===== src/rtl/fifo_rd_arb_pkg.sv =====
// Shared types and helpers for the FIFO read-side burst scheduler.
package fifo_rd_arb_pkg;

  typedef enum logic {
    IDLE  = 1'b0,
    BURST = 1'b1
  } state_e;

  // Width needed to hold a burst length in 0..max_burst.
  function automatic int burst_w(input int max_burst);
    return $clog2(max_burst + 1);
  endfunction

endpackage


===== src/rtl/rr_arbiter.sv =====
// Combinational round-robin picker: scans the eligibility vector starting
// at i_ptr and returns the first eligible requester as one-hot plus index.
module rr_arbiter #(
  parameter int NUM_REQ = 4,
  parameter int IDX_W   = $clog2(NUM_REQ)
) (
  input  logic [NUM_REQ-1:0] i_elig,
  input  logic [IDX_W-1:0]   i_ptr,
  output logic [NUM_REQ-1:0] o_gnt,
  output logic [IDX_W-1:0]   o_idx,
  output logic               o_any
);

  logic             w_found;
  logic [IDX_W-1:0] w_j;

  // Rotating priority scan; the first hit from i_ptr upward wins.
  always_comb begin
    o_gnt   = '0;
    o_idx   = '0;
    w_found = 1'b0;
    w_j     = '0;
    for (int k = 0; k < NUM_REQ; k++) begin
      w_j = IDX_W'((int'(i_ptr) + k) % NUM_REQ);
      if (!w_found && i_elig[w_j]) begin
        w_found    = 1'b1;
        o_gnt[w_j] = 1'b1;
        o_idx      = w_j;
      end
    end
  end

  assign o_any = |i_elig;

endmodule


===== src/rtl/fifo_rd_burst_arb.sv =====
// Read-side burst scheduler for the async FIFO (read clock domain only).
// Round-robin grants the FIFO read port to one consumer at a time and drains
// up to MAX_BURST words into a registered valid/ready stream tagged with the
// owner id and an end-of-burst marker.
// Optional: define FIFO_RD_BURST_ARB_TIMEOUT_EN to abort bursts that sit on
// an empty FIFO for TIMEOUT_CYC cycles (adds the timeout_err output).
module fifo_rd_burst_arb
  import fifo_rd_arb_pkg::*;
#(
  parameter  int DATA_SIZE   = 12,
  parameter  int NUM_REQ     = 4,
  parameter  int MAX_BURST   = 16,
  parameter  int TIMEOUT_CYC = 255,
  localparam int BURST_W     = burst_w(MAX_BURST),
  localparam int ID_W        = $clog2(NUM_REQ)
) (
  input  logic                       rclk,
  input  logic                       rrst,
  input  logic                       rEmpty,
  input  logic [DATA_SIZE-1:0]       rData,
  output logic                       rinc,
  input  logic [NUM_REQ-1:0]         req,
  input  logic [NUM_REQ*BURST_W-1:0] req_len,
  output logic [NUM_REQ-1:0]         gnt,
  output logic                       out_valid,
  input  logic                       out_ready,
  output logic [DATA_SIZE-1:0]       out_data,
  output logic [ID_W-1:0]            out_id,
  output logic                       out_last,
`ifdef FIFO_RD_BURST_ARB_TIMEOUT_EN
  output logic                       timeout_err,
`endif
  output logic                       busy
);

  localparam logic [BURST_W-1:0] MAXB = BURST_W'(MAX_BURST);

  state_e               r_state;
  logic [BURST_W-1:0]   r_rem;
  logic [ID_W-1:0]      r_ptr;
  logic [ID_W-1:0]      r_out_id;
  logic [NUM_REQ-1:0]   r_gnt;
  logic                 r_out_valid;
  logic                 r_out_last;
  logic [DATA_SIZE-1:0] r_out_data;

  logic [BURST_W-1:0]   w_len [NUM_REQ];
  logic [NUM_REQ-1:0]   w_elig;
  logic [NUM_REQ-1:0]   w_pick;
  logic [ID_W-1:0]      w_pick_idx;
  logic                 w_any;
  logic [BURST_W-1:0]   w_pick_len;
  logic [BURST_W-1:0]   w_clamp;
  logic                 w_rinc;
  logic                 w_acc;
  logic [ID_W-1:0]      w_next_ptr;
  logic                 w_tmo;

  // Zero-length requests are never eligible.
  for (genvar i = 0; i < NUM_REQ; i++) begin : g_req
    assign w_len[i]  = req_len[i*BURST_W +: BURST_W];
    assign w_elig[i] = req[i] & (w_len[i] != '0);
  end

  rr_arbiter #(
    .NUM_REQ (NUM_REQ),
    .IDX_W   (ID_W)
  ) u_arb (
    .i_elig (w_elig),
    .i_ptr  (r_ptr),
    .o_gnt  (w_pick),
    .o_idx  (w_pick_idx),
    .o_any  (w_any)
  );

  assign w_pick_len = w_len[w_pick_idx];
  assign w_clamp    = (w_pick_len > MAXB) ? MAXB : w_pick_len;

  // Pop whenever the burst still owes words, the FIFO has one, and the
  // output register is free or being emptied this cycle.
  assign w_rinc = (r_state == BURST) & (r_rem != '0) & ~rEmpty &
                  (~r_out_valid | out_ready);
  assign w_acc  = r_out_valid & out_ready;

  assign w_next_ptr = (r_out_id == ID_W'(NUM_REQ - 1)) ? '0 : r_out_id + 1'b1;

`ifdef FIFO_RD_BURST_ARB_TIMEOUT_EN
  localparam int TCNT_W = $clog2(TIMEOUT_CYC + 1);

  logic [TCNT_W-1:0] r_tcnt;
  logic              r_terr;
  logic              w_stall;

  assign w_stall = (r_state == BURST) & (r_rem != '0) & rEmpty;
  assign w_tmo   = w_stall & (r_tcnt == TCNT_W'(TIMEOUT_CYC - 1));

  // Count consecutive empty-stall cycles; any progress restarts the count.
  always_ff @(posedge rclk or negedge rrst) begin
    if (!rrst) begin
      r_tcnt <= '0;
      r_terr <= 1'b0;
    end else begin
      r_terr <= w_tmo;
      if (w_stall && !w_tmo) r_tcnt <= r_tcnt + 1'b1;
      else                   r_tcnt <= '0;
    end
  end

  assign timeout_err = r_terr;
`else
  assign w_tmo = 1'b0;
`endif

  // Burst FSM with registered grant and output stream.
  always_ff @(posedge rclk or negedge rrst) begin
    if (!rrst) begin
      r_state     <= IDLE;
      r_rem       <= '0;
      r_ptr       <= '0;
      r_out_id    <= '0;
      r_gnt       <= '0;
      r_out_valid <= 1'b0;
      r_out_last  <= 1'b0;
      r_out_data  <= '0;
    end else begin
      r_gnt <= '0;
      case (r_state)
        IDLE: begin
          // A word left over from an aborted burst drains before the next
          // grant so its id cannot change under it.
          if (w_acc) r_out_valid <= 1'b0;
          if (w_any && !r_out_valid) begin
            r_state  <= BURST;
            r_gnt    <= w_pick;
            r_out_id <= w_pick_idx;
            r_rem    <= w_clamp;
          end
        end
        BURST: begin
          if (w_rinc) begin
            r_out_data  <= rData;
            r_out_valid <= 1'b1;
            r_out_last  <= (r_rem == BURST_W'(1));
            r_rem       <= r_rem - 1'b1;
          end else if (w_acc) begin
            r_out_valid <= 1'b0;
          end
          if ((w_acc && r_out_last) || w_tmo) begin
            r_state <= IDLE;
            r_ptr   <= w_next_ptr;
            r_rem   <= '0;
          end
        end
        default: r_state <= IDLE;
      endcase
    end
  end

  assign rinc      = w_rinc;
  assign gnt       = r_gnt;
  assign out_valid = r_out_valid;
  assign out_data  = r_out_data;
  assign out_id    = r_out_id;
  assign out_last  = r_out_last;
  assign busy      = (r_state == BURST);

endmodule

===== config.mk =====
export PLATFORM = sky130hd
export DESIGN_NAME = fifo_rd_burst_arb
export DESIGN_NICKNAME = d
export VERILOG_FILES = /design/src/rtl/fifo_rd_arb_pkg.sv /design/src/rtl/rr_arbiter.sv /design/src/rtl/fifo_rd_burst_arb.sv
export SDC_FILE = /design/constraint.sdc
export NUM_CORES = 1
export LEC_CHECK = 0
export CAP_MARGIN = 30
export CORE_UTILIZATION = 46
export DETAILED_ROUTE_END_ITERATION = 8
export MAX_ROUTING_LAYER = met4
export PLACE_DENSITY_LB_ADDON = 0.25
export SYNTH_ARGS = -nofsm -noshare
export SYNTH_HDL_FRONTEND = slang
export SYNTH_HIERARCHICAL = 1
export SYNTH_SLANG_ARGS = --single-unit

===== constraint.sdc =====
create_clock -name rclk -period 4.3 [get_ports rclk]
set_input_delay 0.645 -clock rclk [delete_from_list [all_inputs] [get_ports rclk]]
set_output_delay 0.645 -clock rclk [all_outputs]
set_load 0.01 [all_outputs]

### Word-level counts from Yosys, hierarchy flattened

Index checks and enable logic that the tools add are counted.

| cells by class | value |
|---|---|
| add/sub/neg operators | 5 |
| magnitude comparators | 10 |
| eq/ne operators | 4 |
| multiplexer cells | 44 |
| bitwise logic cells | 16 |
| reduce and logical (&&, ||, !) cells | 23 |

Operator list:

| cell | count |
|---|---|
| 2-to-1 mux 5 bit | 6 |
| nonzero test 5 bit | 5 |
| 2-to-1 mux 4 bit | 6 |
| 2-to-1 mux 1 bit | 15 |
| < comparator 2 x 3 -> 1 bit (second input constant) | 4 |
| bitwise OR 4 bit | 3 |
| binary-select mux 5 bit (select 2 bit) | 1 |
| 2-to-1 mux 2 bit | 5 |
| case mux 5 bit (2 select lines) | 1 |
| logical AND 1 bit | 9 |
| bitwise AND 1 bit | 8 |
| binary-select mux 1 bit (select 2 bit) | 4 |
| demux 1 bit (select 2 bit) | 4 |
| >= comparator 2 x 1 -> 1 bit (second input constant) | 4 |
| AND reduction 2 bit | 4 |
| == test 5 x 1 -> 1 bit (second input constant) | 1 |
| > comparator 5 bit (second input constant) | 1 |
| subtractor 5 x 1 -> 5 bit (second input constant) | 1 |
| adder 2 x 1 -> 2 bit (second input constant) | 2 |
| adder 2 bit (second input constant) | 2 |
| logical NOT 1 bit | 4 |
| case mux 1 bit (2 select lines) | 2 |
| OR reduction 4 bit | 1 |
| >= comparator 3 bit (second input constant) | 1 |
| 6 further kinds | 8 |

| storage, ports and cells | value |
|---|---|
| register bits after elaboration | 28 |
| input port bits | 40 |
| logic and storage cells | 110 |

### Depth between registers and ports, before layout

| logic depth | value |
|---|---|
| word-level depth | 22 |
| depth in mapped cells | 12 |
| depth with buffers taken out | 10 |

### Hierarchy

The synthesis kept the hierarchy.

Modules (own cells, without submodules):

| module | instances | cells an instance | area an instance (um^2) |
|---|---|---|---|
| fifo_rd_burst_arb | 1 | 111 | 1,462.7 |
| rr_arbiter | 1 | 49 | 411.6 |

### Worst setup path after synthesis

OpenSTA, ideal clock, no wires.

| timing path | value |
|---|---|
| path kind | input-to-reg |
| start | input port req_len[14] |
| end | register r_rem[4] |
| data arrival time | 3,407 ps |
| required time | 4,179 ps |
| setup slack | 772 ps |
| stages on the path | 11 |
| path through | or4_1 > o21a_1 > mux4_2 > nor2b_1 > o21ai_0 > o31ai_1 > buf_6 > mux4_2 > inv_1 > o21ai_0 > a22o_1 |

| on the way | value |
|---|---|
| cells in the longest elaborated chain, start to end | 22 |

Ends and longest elaborated chain:

| element | RTL line | source |
|---|---|---|
| from (decl) | fifo_rd_burst_arb.sv:23 | `input logic [NUM_REQ*BURST_W-1:0] req_len,` |
| nonzero test 5 bit (*) | fifo_rd_burst_arb.sv:62 | `assign w_elig[i] = req[i] & (w_len[i] != '0);` |
| bitwise AND 1 bit (*) | fifo_rd_burst_arb.sv:62 |  |
| net w_elig[2] | fifo_rd_burst_arb.sv:48 | `logic [NUM_REQ-1:0] w_elig;` |
| binary-select mux 1 bit (select 2 bit) | rr_arbiter.sv:25 | `if (!w_found && i_elig[w_j]) begin` |
| 2-to-1 mux 1 bit (not written as such) | rr_arbiter.sv:25 |  |
| 2-to-1 mux 1 bit | rr_arbiter.sv:25 |  |
| logical NOT 1 bit | rr_arbiter.sv:25 |  |
| logical AND 1 bit | rr_arbiter.sv:25 |  |
| (+7 left out) | n/a |  |
| net w_pick_idx[0] | fifo_rd_burst_arb.sv:50 | `logic [ID_W-1:0] w_pick_idx;` |
| NOT 2 -> 3 bit (not written as such) (*) | fifo_rd_burst_arb.sv:76 | `assign w_pick_len = w_len[w_pick_idx];` |
| binary-select mux 5 bit (select 2 bit) (*) | fifo_rd_burst_arb.sv:76 |  |
| 2-to-1 mux 5 bit (not written as such) (*) (2 in a row) | fifo_rd_burst_arb.sv:76 |  |
| > comparator 5 bit | fifo_rd_burst_arb.sv:77 | `assign w_clamp = (w_pick_len > MAXB) ? MAXB : w_pick_len;` |
| 2-to-1 mux 5 bit (*) | fifo_rd_burst_arb.sv:77 |  |
| 2-to-1 mux 5 bit (*) | fifo_rd_burst_arb.sv:132 | `if (w_any && !r_out_valid) begin` |
| case mux 5 bit (2 select lines) (*) | fifo_rd_burst_arb.sv:127 | `case (r_state)` |
| to (signal assigned) | fifo_rd_burst_arb.sv:136 | `r_rem <= w_clamp;` |
| to (signal assigned) | fifo_rd_burst_arb.sv:144 | `r_rem <= r_rem - 1'b1;` |
| to (decl) | fifo_rd_burst_arb.sv:39 | `logic [BURST_W-1:0] r_rem;` |

The timed path passes the listed nets; every way through them passes the cells marked *. The select of a mux whose other input is x is not followed.
A chain may end at the register's enable or synchronous reset.

### Worst setup path in the final report

| timing path | value |
|---|---|
| start | input port req_len[14] |
| end | register r_rem[3] |

Same word-level chain as after synthesis.

==> impl_metrics.json <==
{
  "grt_pass1_vias": 1564,
  "syn_avg_cell_area_um2": 11.7,
  "dr.pass1.iters": 4,
  "post-cts-setup-buffer-count": 0,
  "yosysSeqAreaShare": 0.374,
  "io_pins": 62,
  "slowest_delay_ns": 0.63,
  "drc": 0,
  "clk_latency_ns": 0.27,
  "path_clk_slew_ns": 0.09,
  "ant_nets": 0,
  "totalNegativeSetupSlack_ns": 0,
  "antenna_cells": 0,
  "fill_cells": 274,
  "ys_ff_latch": 28,
  "synth_cell_types": 41,
  "met3_usage": 0.0138,
  "area.growth.synth_to_final_pct": 38.9,
  "cp-start-kind": "primary input",
  "nets": 272,
  "grtUsageMet1": 0.235,
  "start_util": 0.497,
  "crit_type": "in2reg",
  "timing.final.ws_setup_ns": 0.452,
  "vias": 1551,
  "rsz0062_at_grt": "false",
  "hold_buffers": 0,
  "crit_start": "req_len[14]",
  "final.setup_skew_ns": 0.00455,
  "slowest_stage": "mux4_2",
  "root_buffer": "clkbuf_8",
  "required_ns": 4.51,
  "crit_arrival_ns": 4.06,
  "dpl_worst_slack_ns": 0.174,
  "synth_flop_cell": "dfrtp_1",
  "syn_nets": 208,
  "path_delay_family": "simple AND/OR/NAND/NOR gates",
  "hold_viol": 0,
  "die_area_um2": 4330,
  "cp_max_fo": 12,
  "ys_top_cells_by_area": "dfrtp_1 (37%), mux4_2 (11%), mux2_2 (5.4%)",
  "die_h_um": 65.8,
  "instances_no_fill": 271,
  "period_needed_ns": 3.85,
  "slew_violations": 0,
  "place_inst": 267,
  "synth_most_common_cell": "dfrtp_1",
  "cts_resized": 0,
  "timing.rr.start": "r_ptr[0]",
  "total_power_mw": 1.57,
  "core_um2": 3770,
  "die_w_um": 65.8,
  "syn_area_um2": 1870,
  "busiest_layer": "met2",
  "synth_common_cells": "dfrtp_1 (28), o21ai_0 (10)",
  "min_from": "out_data[8]",
  "synth_edf_count": 0,
  "place.gp.congestion": 0.866,
  "antenna_found_initial": 0,
  "drt_iter0_drc": 55,
  "viasPerCell": 5.72,
  "synth_area_leader_cell": "dfrtp_1",
  "finalCritPeriodShare": 0.895,
  "grt_max_degree": 29,
  "cts_tree": "done",
  "worst-path-buf-inv": 1,
  "hpwl_mm": 3.26,
  "fin_util": 0.690,
  "worst_slew_pin_slew_ns": 0.596,
  "use_met2": 0.378,
  "fin_area_um2": 2600,
  "r2r_slack_ns": 0.95,
  "synthArstFlopShare": 1.00,
  "grt_use_total": 0.207,
  "power_density_nw_per_um2": 604,
  "setup_viol": 0,
  "h-tree-depth": 1,
  "cts_buffers": 3,
  "ys.warnings.count": 6,
  "fmax_mhz": 260,
  "clock_sinks": 28,
  "synth_top_area_frac": 0.374,
  "grt_pass1_wl_mm": 6.69,
  "rows": 22,
  "maxSlewHeadroom": 0.603,
  "min_path_type": "reg2reg",
  "gr-total-overflow": 0,
  "status": "finished clean",
  "postPlaceCellArea_um2": 2530,
  "hold_ws_ns": 0.521,
  "wl_mm": 4.12,
  "synthCells": 160,
  "worstSetupEndpointType": "flip-flop",
  "cap_violations": 0,
  "drive_above_1_share": 0.170,
  "portBuffers": 61,
  "wl_per_cell_um": 15.2,
  "clock_path_buffers": 2,
  "worstPathCellList": "clkdlybuf4s50_1 > or4_1 > o21a_1 > mux4_2 > nor4b_4 > a22o_1 > mux4_2 > nor2_2 > o2bb2ai_1 > a22o_1",
  "p_leak_nw": 1.06,
  "peakVddDrop_uv": 303
}
area by class of cell:
type / instances / area, µm² / share of cell area
Sequential cell: 28 / 701 / 0.269
Timing Repair Buffer: 65 / 641 / 0.246
Clock inverter: 1 / 30.0 / 0.0115
Tap cell: 48 / 60.1 / 0.0231
Inverter: 9 / 33.8 / 0.0130
Multi-Input combinational cell: 117 / 1100 / 0.421
Clock buffer: 3 / 41.3 / 0.0159
cells by family (layout without fill, tap and decap cells):
group,after synthesis,count (layout),share of synthesized area
AO/OA/AOI/OAI,40,40,0.157
adder cells (fa/ha/maj),8,8,0.0534
buffers and inverters,15,78,0.0414
AND/OR/NAND/NOR,44,44,0.159
flip-flops,28,28,0.374
multiplexers,25,25,0.216
cells in the final DEF, fill, tap and decap left out, types with 2 or more instances in the layout:
master / instances
a22o_1: 3
a22oi_1: 9
and2_1: 4
buf_4: 4
clkbuf_8: 3
clkdlybuf4s50_1: 61
dfrtp_1: 28
ha_1: 8
inv_1: 9
mux2_2: 9
mux2_4: 6
mux4_2: 9
nand2_1: 4
nand2b_1: 3
nand3_1: 6
nor2_1: 6
nor2b_1: 3
nor3_1: 3
nor4b_4: 2
o21a_1: 5
o21ai_0: 10
o21ai_1: 3
o2bb2ai_1: 2
o31ai_1: 2
or4_1: 5
final timing paths:
check                         endpoint  cells after the start
setup / recovery              r_rem[3]                     10
hold / removal             out_data[8]                      1
setup reg to reg              r_rem[3]                      9
hold reg to reg            out_data[8]                      1
max in group asynchronous    out_valid                      2
min in group asynchronous  out_data[5]                      2
flip-flops by register name, summed over array words and instances (netlist names):
| name | count |
|---|---|
| busy | 1 |
| gnt | 4 |
| out_data | 12 |
| out_id | 2 |
| out_last | 1 |
| out_valid | 1 |
| r_ptr | 2 |
| r_rem | 5 |
where the power goes:
part,switching [mW],leakage [nW],internal (mW)
Clock,0.0776,0.0357,0.125
Combinational,0.380,0.684,0.514
Sequential,0.117,0.341,0.359
metal layers:
metal | wire (µm) | up-vias
li1 | - | 739
met1 | 1770 | 747
met2 | 2080 | 61
met3 | 216 | 4
met4 | 52 | 0
met5 | 0 | -
No activity file was read; power rests on OpenSTA's default activity.
